==> src/rtl/mc_ctrl_fsm.sv <==
// mc_ctrl_fsm: multi-cycle MIPS-subset control FSM, 3-5 cycles per instruction plus memory wait cycles; mem_req held until mem_ready.
// Defining MC_CTRL_TRAP_EN adds a one-cycle TRAP state for undefined ops and add/sub/addi overflow.
module mc_ctrl_fsm #(
    parameter int MEM_TIMEOUT = 0
) (
    input  logic       clk,
    input  logic       rst,
    input  logic [5:0] OPcode,
    input  logic [5:0] Fun,
    input  logic       zero,
    input  logic       overflow,
    input  logic       mem_ready,
    output logic       mem_req,
    output logic       MemRW,
    output logic       IorD,
    output logic       IRWrite,
    output logic       PCWrite,
    output logic [1:0] Branch,
    output logic [2:0] ALU_Control,
    output logic       ALUSrc_B,
    output logic       RegWrite,
    output logic       RegDst,
    output logic [1:0] DatatoReg,
    output logic       Jal,
    output logic [3:0] state,
    output logic       mem_err,
    output logic       trap
);
    localparam logic [5:0] OP_R = 6'h00, OP_J = 6'h02, OP_JAL = 6'h03, OP_BEQ = 6'h04;
    localparam logic [5:0] OP_BNE = 6'h05, OP_ADDI = 6'h08, OP_SLTI = 6'h0A, OP_ANDI = 6'h0C;
    localparam logic [5:0] OP_ORI = 6'h0D, OP_LUI = 6'h0F, OP_LW = 6'h23, OP_SW = 6'h2B;
    localparam logic [5:0] F_SRL = 6'h02, F_JR = 6'h08, F_ADD = 6'h20, F_SUB = 6'h22;
    localparam logic [5:0] F_AND = 6'h24, F_OR = 6'h25, F_NOR = 6'h27, F_SLT = 6'h2A;
    localparam int CW = (MEM_TIMEOUT > 1) ? $clog2(MEM_TIMEOUT) : 1;

    typedef enum logic [3:0] {
        S_IF  = 4'h0,
        S_ID  = 4'h1,
        S_EXR = 4'h2,
        S_EXI = 4'h3,
        S_MA  = 4'h4,
        S_MR  = 4'h5,
        S_MW  = 4'h6,
        S_WB  = 4'h7,
        S_BR  = 4'h8,
        S_JMP = 4'h9,
        S_JR  = 4'hA
`ifdef MC_CTRL_TRAP_EN
        , S_TRAP = 4'hF
`endif
    } state_t;

    state_t        st;
    logic [CW-1:0] wait_cnt;
    logic          drop;
    logic          err_q;
    logic          r_alu, i_alu, is_r, arith, ovf_kill, mem_wait, expire;
    logic [2:0]    fun_ctl, imm_ctl;

    always_comb begin
        r_alu   = 1'b1;
        fun_ctl = 3'b010;
        case (Fun)
            F_ADD:   fun_ctl = 3'b010;
            F_SUB:   fun_ctl = 3'b110;
            F_AND:   fun_ctl = 3'b000;
            F_OR:    fun_ctl = 3'b001;
            F_NOR:   fun_ctl = 3'b100;
            F_SLT:   fun_ctl = 3'b111;
            F_SRL:   fun_ctl = 3'b101;
            default: r_alu   = 1'b0;
        endcase
        i_alu   = 1'b1;
        imm_ctl = 3'b010;
        case (OPcode)
            OP_ADDI: imm_ctl = 3'b010;
            OP_ANDI: imm_ctl = 3'b000;
            OP_ORI:  imm_ctl = 3'b001;
            OP_SLTI: imm_ctl = 3'b111;
            default: i_alu   = 1'b0;
        endcase
    end

    assign is_r     = (OPcode == OP_R);
    assign arith    = (is_r && (Fun == F_ADD || Fun == F_SUB)) || (OPcode == OP_ADDI);
    assign ovf_kill = arith && overflow;
    // The cycle after a timeout is spent idle in IF so mem_req visibly drops.
    assign mem_wait = (st == S_IF && !drop) || st == S_MR || st == S_MW;
    assign expire   = (MEM_TIMEOUT > 0) && mem_wait && !mem_ready &&
                      (wait_cnt == CW'(MEM_TIMEOUT - 1));

    always_ff @(posedge clk) begin
        if (rst) begin
            st       <= S_IF;
            wait_cnt <= '0;
            drop     <= 1'b0;
            err_q    <= 1'b0;
        end else begin
            drop <= 1'b0;
            if (mem_wait && !mem_ready && !expire) wait_cnt <= wait_cnt + 1'b1;
            else                                   wait_cnt <= '0;
            if (expire) begin
                err_q <= 1'b1;
                drop  <= 1'b1;
                st    <= S_IF;
            end else begin
                case (st)
                    S_IF: if (!drop && mem_ready) st <= S_ID;
                    S_ID: begin
                        if (is_r && r_alu)              st <= S_EXR;
                        else if (is_r && Fun == F_JR)   st <= S_JR;
                        else if (i_alu)                 st <= S_EXI;
                        else begin
                            case (OPcode)
                                OP_LUI:         st <= S_WB;
                                OP_LW, OP_SW:   st <= S_MA;
                                OP_BEQ, OP_BNE: st <= S_BR;
                                OP_J, OP_JAL:   st <= S_JMP;
`ifdef MC_CTRL_TRAP_EN
                                default:        st <= S_TRAP;
`else
                                default:        st <= S_IF;
`endif
                            endcase
                        end
                    end
`ifdef MC_CTRL_TRAP_EN
                    S_EXR, S_EXI: st <= ovf_kill ? S_TRAP : S_WB;
`else
                    S_EXR, S_EXI: st <= S_WB;
`endif
                    S_MA: st <= (OPcode == OP_SW) ? S_MW : S_MR;
                    S_MR: if (mem_ready) st <= S_WB;
                    S_MW: if (mem_ready) st <= S_IF;
                    default: st <= S_IF;
                endcase
            end
        end
    end

    always_comb begin
        mem_req     = 1'b0;
        MemRW       = 1'b0;
        IorD        = 1'b0;
        IRWrite     = 1'b0;
        PCWrite     = 1'b0;
        Branch      = 2'b00;
        ALU_Control = 3'b000;
        ALUSrc_B    = 1'b0;
        RegWrite    = 1'b0;
        RegDst      = 1'b0;
        DatatoReg   = 2'b00;
        Jal         = 1'b0;
        trap        = 1'b0;
        if (!rst) begin
            case (st)
                S_IF: if (!drop) begin
                    mem_req = 1'b1;
                    IRWrite = mem_ready;
                    PCWrite = mem_ready;
                end
                S_EXR: ALU_Control = fun_ctl;
                S_EXI: begin
                    ALUSrc_B    = 1'b1;
                    ALU_Control = imm_ctl;
                end
                S_MA: begin
                    ALUSrc_B    = 1'b1;
                    ALU_Control = 3'b010;
                end
                S_MR, S_MW: begin
                    mem_req = 1'b1;
                    IorD    = 1'b1;
                    MemRW   = (st == S_MW);
                end
                S_WB: begin
                    RegWrite  = !ovf_kill;
                    RegDst    = is_r;
                    DatatoReg = (OPcode == OP_LW) ? 2'b01 : (OPcode == OP_LUI) ? 2'b10 : 2'b00;
                end
                S_BR: begin
                    ALU_Control = 3'b110;
                    PCWrite     = (OPcode == OP_BNE) ? !zero : zero;
                    Branch      = 2'b01;
                end
                S_JMP: begin
                    PCWrite = 1'b1;
                    Branch  = 2'b10;
                    if (OPcode == OP_JAL) begin
                        RegWrite  = 1'b1;
                        Jal       = 1'b1;
                        DatatoReg = 2'b11;
                    end
                end
                S_JR: begin
                    PCWrite = 1'b1;
                    Branch  = 2'b11;
                end
`ifdef MC_CTRL_TRAP_EN
                S_TRAP: trap = 1'b1;
`endif
                default: ;
            endcase
        end
    end

    assign state   = st;
    assign mem_err = err_q && !rst;
endmodule

==> config.mk <==
export PLATFORM = sky130hd
export DESIGN_NAME = mc_ctrl_fsm
export DESIGN_NICKNAME = d
export VERILOG_FILES = /design/src/rtl/mc_ctrl_fsm.sv
export SDC_FILE = /design/constraint.sdc
export NUM_CORES = 1
export LEC_CHECK = 0
export ABC_AREA = 1
export BUFFER_PORTS_ARGS = -buffer_cell sky130_fd_sc_hd__buf_2
export CAP_MARGIN = 20
export CORE_UTILIZATION = 49
export CTS_BUF_LIST = sky130_fd_sc_hd__clkbuf_16
export DETAILED_ROUTE_END_ITERATION = 12
export PLACE_DENSITY = 0.84
export SYNTH_ARGS = -nofsm -noshare
export SYNTH_HDL_FRONTEND = slang
export SYNTH_SLANG_ARGS = --single-unit
export TNS_END_PERCENT = 30
==> constraint.sdc <==
create_clock -name clk -period 3.47 [get_ports clk]
set_input_delay 0.347 -clock clk [delete_from_list [all_inputs] [get_ports clk]]
set_output_delay 0.347 -clock clk [all_outputs]
set_load 0.1 [all_outputs]
==> results.ini, run 1 <==
[yosys]
synth_cells=166
avg_cell_area_syn_um2=4.88
yosys_synthesis_warning_count=0
number_of_synthesized_flops_with_an_enable_pin=0
async_reset_ff_share_pct=0
count_leader_synth=nor2_1
netlist_top_cells_count=nor2_1 (39), nand2_1 (37), inv_1 (31)
postSynthRegisterBits=4
yosysUniqueCellTypes=25
synth_largest_type_area_fraction_pct=18.1
synth_area_leaders=nor2_1 (18%), nand2_1 (17%), inv_1 (14%)
yosys_most_used_dff=dfxtp_1
synth_area_leader_cell=nor2_1
synth_sequential_area_ratio_pct=9.89
syn_area_um2=810

[placement]
placedInstanceArea_um2=1020
finalWeightedCongestion=0.923
hpwl_mm=1.92
portBuffers=36
dp_cells=216
preCtsSetupSlack_ns=1.36

[global_routing]
first_pass_grt_wire_length_mm=4.07
number_of_antenna_violations_at_the_first_check_in_global_routing=0
number_of_global_route_vias_before_repair=1023
grt.total_usage_pct=28.2
grt_overflow=0
maximum_number_of_pins_on_one_net_before_global_route_repair=15

[routing]
detailedRoute.firstIterationViolations=48
maxUsedRoutingLayer=met4
final_antenna_net_count=0
wl_mm=2.37
routedLengthMet1_mm=1.05
routed_via_density=5.31
dr.pass1.iters=4
routed-wl-met2_mm=1.19
wl_per_cell_um=10.8
routed-via-count=1163
drc_errors=0
wl_met3_um=116

[critical_path]
crit_arrival_ns=1.78
cp_slowest_stage_delay_ns=0.46
cp_max_fo=4
setup.worst_path.end_class=output port
library_cell_appearing_most_often_on_the_critical_path=inv_1
cp_data_required_time_ns=3.12
crit_slowest_cell=buf_2
worst_path_cell_chain=inv_1 > nor2_1 > inv_1 > nor2_1 > inv_1 > nor4_4 > inv_1 > o31ai_2 > buf_2
worstSetupStartpointType=flop
path_class=reg2out

[floorplan]
floorplan.die_area_um2=1820
ios=39
initial_core_util_pct=53.1
fp.dieW_um=42.6
core_box_area_um2=1520
floorplan.rows=14
chipHeight_um=42.6

[sta]
maxSlewViolCount=0
clock_skew_after_layout_ns=0.00115
setup_violations=0
final_period_utilization_pct=61.4
timing.final.hold_violations=0
final.min_clock_period_ns=2.13
grt_setup_unrepaired=false
post-route-worst-setup-slack_ns=1.34
max_clock_freq_mhz=469

[cells_and_area]
flow.area_growth_from_synthesis_pct=35.2
layout-drive-gt1-share_pct=24.1
nets=222
final_cell_area_um2=1090
n_antenna_cell=0
final_cells=219
largest_register_ffs=4

[pwr]
share_clk_of_total_power_pct=48.4
share_seq_of_total_power_pct=14.0
power.internal_mw=0.225
switching_share_pct=39.8
power_leakage_nw=0.659
power_frac_comb_pct=37.6
p_total_mw=0.374
pwr_density_cell_nw_per_um2=342
vdd_drop_max_mv=0.314
netSwitchingPower_mw=0.149

[cts]
number_of_sinks_on_the_clock_net=4
cts.path.max_buffers=2
clkTransAtPathRegs_ns=0.03
post_cts.resized_instances=0
tritoncts=built
max_h_tree_level=1
clk_latency_worst_skew_pair_ns=0.22
tritoncts.num_buffers=3
holdBufCountCts=0
clk_root_buffer_cell=clkbuf_16
post_cts_buffers=0

[min_path]
worst_hold_path_type=in2reg

[status]
run_status=completed

[run]
drv.max_cap_violation_count=0

==> final timing paths <==
path                                             from                     to  slack [ns]  cells past startpoint
worst max-delay path            state[3]$_SDFFE_PP0P_           DatatoReg[1]        1.34                      9
worst min-delay path                        mem_ready  state[0]$_SDFFE_PP0P_        0.44                      4
worst max register to register  state[1]$_SDFFE_PP0P_  state[0]$_SDFFE_PP0P_        1.94                      8
worst min register to register  state[2]$_SDFFE_PP0P_  state[2]$_SDFFE_PP0P_        0.54                      2
==> power by group through the flow <==
stage / clock network [mW] / logic (mW) / registers, mW
6_report: 0.181 / 0.140 / 0.0525
2_1_floorplan: 0 / 0.0927 / 0.0701
3_3_place_gp: 0 / 0.137 / 0.0529
5_1_grt: 0.182 / 0.151 / 0.0529
3_5_place_dp: 0 / 0.139 / 0.0529
4_1_cts: 0.181 / 0.139 / 0.0524
==> worst max-delay path: cells and delay by family (launching register included) <==
family | cells | cell delay [ns]
buffers and inverters | 5 | 0.81
DFF | 1 | 0.34
AOI/OAI and AO/OA | 1 | 0.07
and+or+nand+nor | 3 | 0.34
==> stage by stage <==
| stage | TNS [ns] | utilization (%) | hold WS [ns] |
|---|---|---|---|
| finish | 0 | 71.8 | 0.441 |
| global route | 0 | 71.8 | 0.473 |
| CTS | 0 | 71.8 | 0.439 |
| detailed placement | 0 | 66.9 | 0.510 |
| global placement | 0 | 66.9 | 0.501 |
| floorplan | -0.670 | - | 0.526 |
==> metal layers <==
metal,GRT usage [%],up-vias
met2,55.2,40
met5,0,-
li1,-,599
met3,1.29,2
met1,33.7,522
met4,3.75,0
==> cell families (layout without fill, tap and decap cells) <==
family / count (synthesis) / count (layout) / share of synthesized area [%]
other cells: 1 / 2 / 0.463
buf+inv: 35 / 71 / 17.2
flops: 4 / 4 / 9.89
compound gates: 24 / 24 / 17.8
simple gates: 102 / 102 / 54.7
==> final cells by class <==
type	instances	area, um2
Clock buffer	3	75.1
Fill cell	139	429
Inverter	32	120
Multi-Input combinational cell	128	619
Sequential cell	4	80.1
Tap cell	16	20.0
Timing Repair Buffer	36	180
==> cells in the final DEF, fill, tap and decap left out <==
cell type,instances
nor2_1,39
nand2_1,37
buf_2,36
inv_1,31
nand3_1,12
a21oi_1,9
o21ai_0,6
nand4_1,4
dfxtp_1,4
clkbuf_16,3
o211ai_1,2
nor2_4,2
nor3_1,2
o21bai_1,2
conb_1,2
nor2_2,1
inv_2,1
a41oi_1,1
nor4_4,1
o31ai_2,1
nand3_2,1
a211oi_1,1
a31oi_1,1
nor3_2,1
nor4_1,1
or2_2,1
a21oi_2,1
No activity file was read; power rests on OpenSTA's default activity.
==> run 2: changes to the inputs <==
CORE_ASPECT_RATIO = 1.5   (was default)
CORE_UTILIZATION = 41   (was 49)
PLACE_DENSITY = 0.75   (was 0.84)
clock period = 1.8 ns   (was 3.47 ns; I/O delays follow)
==> run 2 against run 1 <==
The run now ends with negative setup slack left; hold slack got worse by 0.17 ns; setup slack got worse by 1.4 ns; routed wire length increased by 32%; power increased by 110%; via count increased by 8.8%; highest routed layer unchanged; design area increased by 35%; critical endpoint is now PCWrite; clock power increased by 100%; largest cell class unchanged; critical path type unchanged.
==> results.ini, run 2 (synthesized netlist as in run 1, its figures left out) <==
[sta]
final.min_clock_period_ns=1.83
clock_skew_after_layout_ns=0.00570  ; was 0.00115 ns
worst_slew_pin_slew_ns=0.643
worst_slew_margin_rel_pct=56.7
timing.final.hold_violations=0  ; unchanged
post-route-worst-setup-slack_ns=-0.0273  ; was 1.34 ns
setup_violations=2  ; was 0
max_clock_freq_mhz=547
fin_tns_setup_ns=-0.0500  ; was 0 ns
hold-worst-slack_ns=0.267  ; was 0.441 ns
final_period_utilization_pct=102
maxSlewViolCount=0  ; unchanged

[placement]
portBuffers=36  ; unchanged
finalWeightedCongestion=0.927  ; was 0.923
dp_cells=222  ; was 216
placedInstanceArea_um2=1310  ; was 1020 um2
hpwl_mm=2.22  ; was 1.92 mm

[critical_path]
cp_slowest_stage_delay_ns=0.35  ; was 0.46 ns
buf_inv_on_cp=4  ; was 5
path_class=reg2out  ; unchanged
crit_slowest_cell=dfxtp_4  ; was buf_2
crit_arrival_ns=1.65  ; was 1.78 ns
worst_path_cell_chain=inv_1 > nand2_1 > inv_1 > nor2_1 > nor2_1 > inv_1 > a31oi_4 > buf_12  ; was inv_1 > nor2_1 > inv_1 > nor2_1 > inv_1 > nor4_4 > inv_1 > o31ai_2 > buf_2
r2r_start=state[1]$_SDFFE_PP0P_  ; unchanged
setup.worst_path.start=state[1]$_SDFFE_PP0P_  ; was state[3]$_SDFFE_PP0P_
cp_max_fo=4  ; unchanged
cp_data_required_time_ns=1.62  ; was 3.12 ns
timing.critical_path.max_delay_family=buffers and inverters  ; unchanged
r2r_setup_slack_ns=0.20  ; was 1.94 ns
setup.worst_path.end_class=output port  ; unchanged
library_cell_appearing_most_often_on_the_critical_path=inv_1  ; unchanged
worstSetupStartpointType=flop  ; unchanged

[global_routing]
number_of_global_route_vias_before_repair=1171  ; was 1,023
first_pass_grt_wire_length_mm=4.73  ; was 4.07 mm
number_of_antenna_violations_at_the_first_check_in_global_routing=0  ; unchanged
maximum_number_of_pins_on_one_net_before_global_route_repair=15  ; unchanged
grt.total_usage_pct=29.7  ; was 28.2%
grt_overflow=0  ; unchanged

[pwr]
vdd_drop_max_mv=0.362  ; was 0.314 mV
share_seq_of_total_power_pct=12.7  ; was 14.0%
power.internal_mw=0.468  ; was 0.225 mW
pwr_density_cell_nw_per_um2=540  ; was 342 nW/um2
netSwitchingPower_mw=0.328  ; was 0.149 mW
power_frac_comb_pct=40.9  ; was 37.6%
power_leakage_nw=0.729  ; was 0.659 nW
switching_share_pct=41.3  ; was 39.8%
share_clk_of_total_power_pct=46.4  ; was 48.4%

[cts]
clk_root_buffer_cell=clkbuf_16  ; unchanged
holdBufCountCts=0  ; unchanged
max_h_tree_level=1  ; unchanged
tritoncts=built  ; unchanged
clkTransAtPathRegs_ns=0.04  ; was 0.03 ns
tritoncts.num_buffers=3  ; unchanged
clk_latency_worst_skew_pair_ns=0.23  ; was 0.22 ns
number_of_sinks_on_the_clock_net=4  ; unchanged
cts.path.max_buffers=2  ; unchanged

[cells_and_area]
n_antenna_cell=0  ; unchanged
final_cells=228  ; was 219
flow.area_growth_from_synthesis_pct=82.1  ; was 35.2%
final_common_cell=nand2_1  ; was nor2_1
nets=225  ; was 222
layout-drive-gt1-share_pct=39.6  ; was 24.1%
most-common-layout-cells=nand2_1 (34), nor2_1 (28), inv_1 (27), buf_2 (21), buf_12 (14)  ; was nor2_1 (39), nand2_1 (37), buf_2 (36), inv_1 (31), nand3_1 (12)
largest_register_ffs=4  ; unchanged
fillers=125  ; was 139
final_cell_area_um2=1470  ; was 1090 um2
fin_util_pct=79.5  ; was 71.8%

[floorplan]
initial_core_util_pct=43.7  ; was 53.1%
chipHeight_um=56.4  ; was 42.6 um
floorplan.rows=19  ; was 14
ios=39  ; unchanged
floorplan.die_area_um2=2160  ; was 1820 um2
fp.dieW_um=38.3  ; was 42.6 um
core_box_area_um2=1850  ; was 1520 um2

[routing]
dr.pass1.iters=4  ; unchanged
drc_errors=0  ; unchanged
wl_met3_um=206  ; was 116 um
routed_via_density=5.55  ; was 5.31
wl_mm=3.13  ; was 2.37 mm
maxUsedRoutingLayer=met4  ; unchanged
wl_per_cell_um=13.7  ; was 10.8 um
routedLengthMet1_mm=1.14  ; was 1.05 mm
detailedRoute.firstIterationViolations=58  ; was 48
final_antenna_net_count=0  ; unchanged
routed-wl-met2_mm=1.63  ; was 1.19 mm
routed-via-count=1265  ; was 1,163

[run]
drv.max_cap_violation_count=0  ; unchanged

[min_path]
worst_hold_path_type=in2reg  ; unchanged
min_from=mem_ready  ; unchanged

[status]
violated_checks=negative setup slack
run_status=finished, violations left  ; was completed

## run 2: final cells by class
type | instances | area [um2] | area share, %
clock buffers | 3 | 75.1 | 5.09
clock inverters | 1 | 3.75 | 0.255
inverters | 32 | 120 | 8.15
multi-input cells | 128 | 741 | 50.3
flip-flops and latches | 4 | 92.6 | 6.28
well taps | 21 | 26.3 | 1.78
repair buffers | 39 | 415 | 28.2
## run 2: power by group through the flow
stage / registers [mW] / logic (mW) / clock network [mW]
finish: 0.101 / 0.326 / 0.370
CTS: 0.0991 / 0.311 / 0.361
global route: 0.101 / 0.344 / 0.369
detailed placement: 0.0998 / 0.305 / 0
global placement: 0.0994 / 0.301 / 0
floorplan: 0.133 / 0.184 / 0
## run 2: metrics by stage
| stage | worst slack (ns) | power [mW] |
|---|---|---|
| 3_3_place_gp | 0.238 | 0.401 |
| 6_report | -0.0273 | 0.796 |
| 5_1_grt | -0.0658 | 0.813 |
| 3_5_place_dp | 0.171 | 0.405 |
| 2_1_floorplan | -0.952 | 0.317 |
| 4_1_cts | -0.0550 | 0.771 |
## run 2: worst paths after layout
kind | to | cells after the start
max reg2reg | state[2]$_SDFFE_PP0P_ | 9
min | state[1]$_SDFFE_PP0P_ | 4
min reg2reg | state[2]$_SDFFE_PP0P_ | 2
max | PCWrite | 8
## run 2: what timing repair did
item,CTS,global route
cloned,0,0
setup buffers,2,0
pin swaps,2,2
gates resized for setup,4,17
endpoints found under the setup margin,5,10
endpoints found under the hold margin,0,0
## run 2: layer usage
| layer | global-route usage (%) | up-vias |
|---|---|---|
| li1 | - | 610 |
| met1 | 32.4 | 550 |
| met2 | 52.8 | 85 |
| met3 | 3.56 | 20 |
| met4 | 13.8 | 0 |
| met5 | 0 | - |
## run 2: worst reg2reg max path, stage by stage, from the launching register on
cell,delay (ns)
dfxtp_4,0.36
inv_1,0.07
nor2_1,0.19
inv_2,0.12
nor2_1,0.16
nor2_1,0.11
a21oi_1,0.19
inv_1,0.09
nand2_1,0.08
a21oi_1,0.07
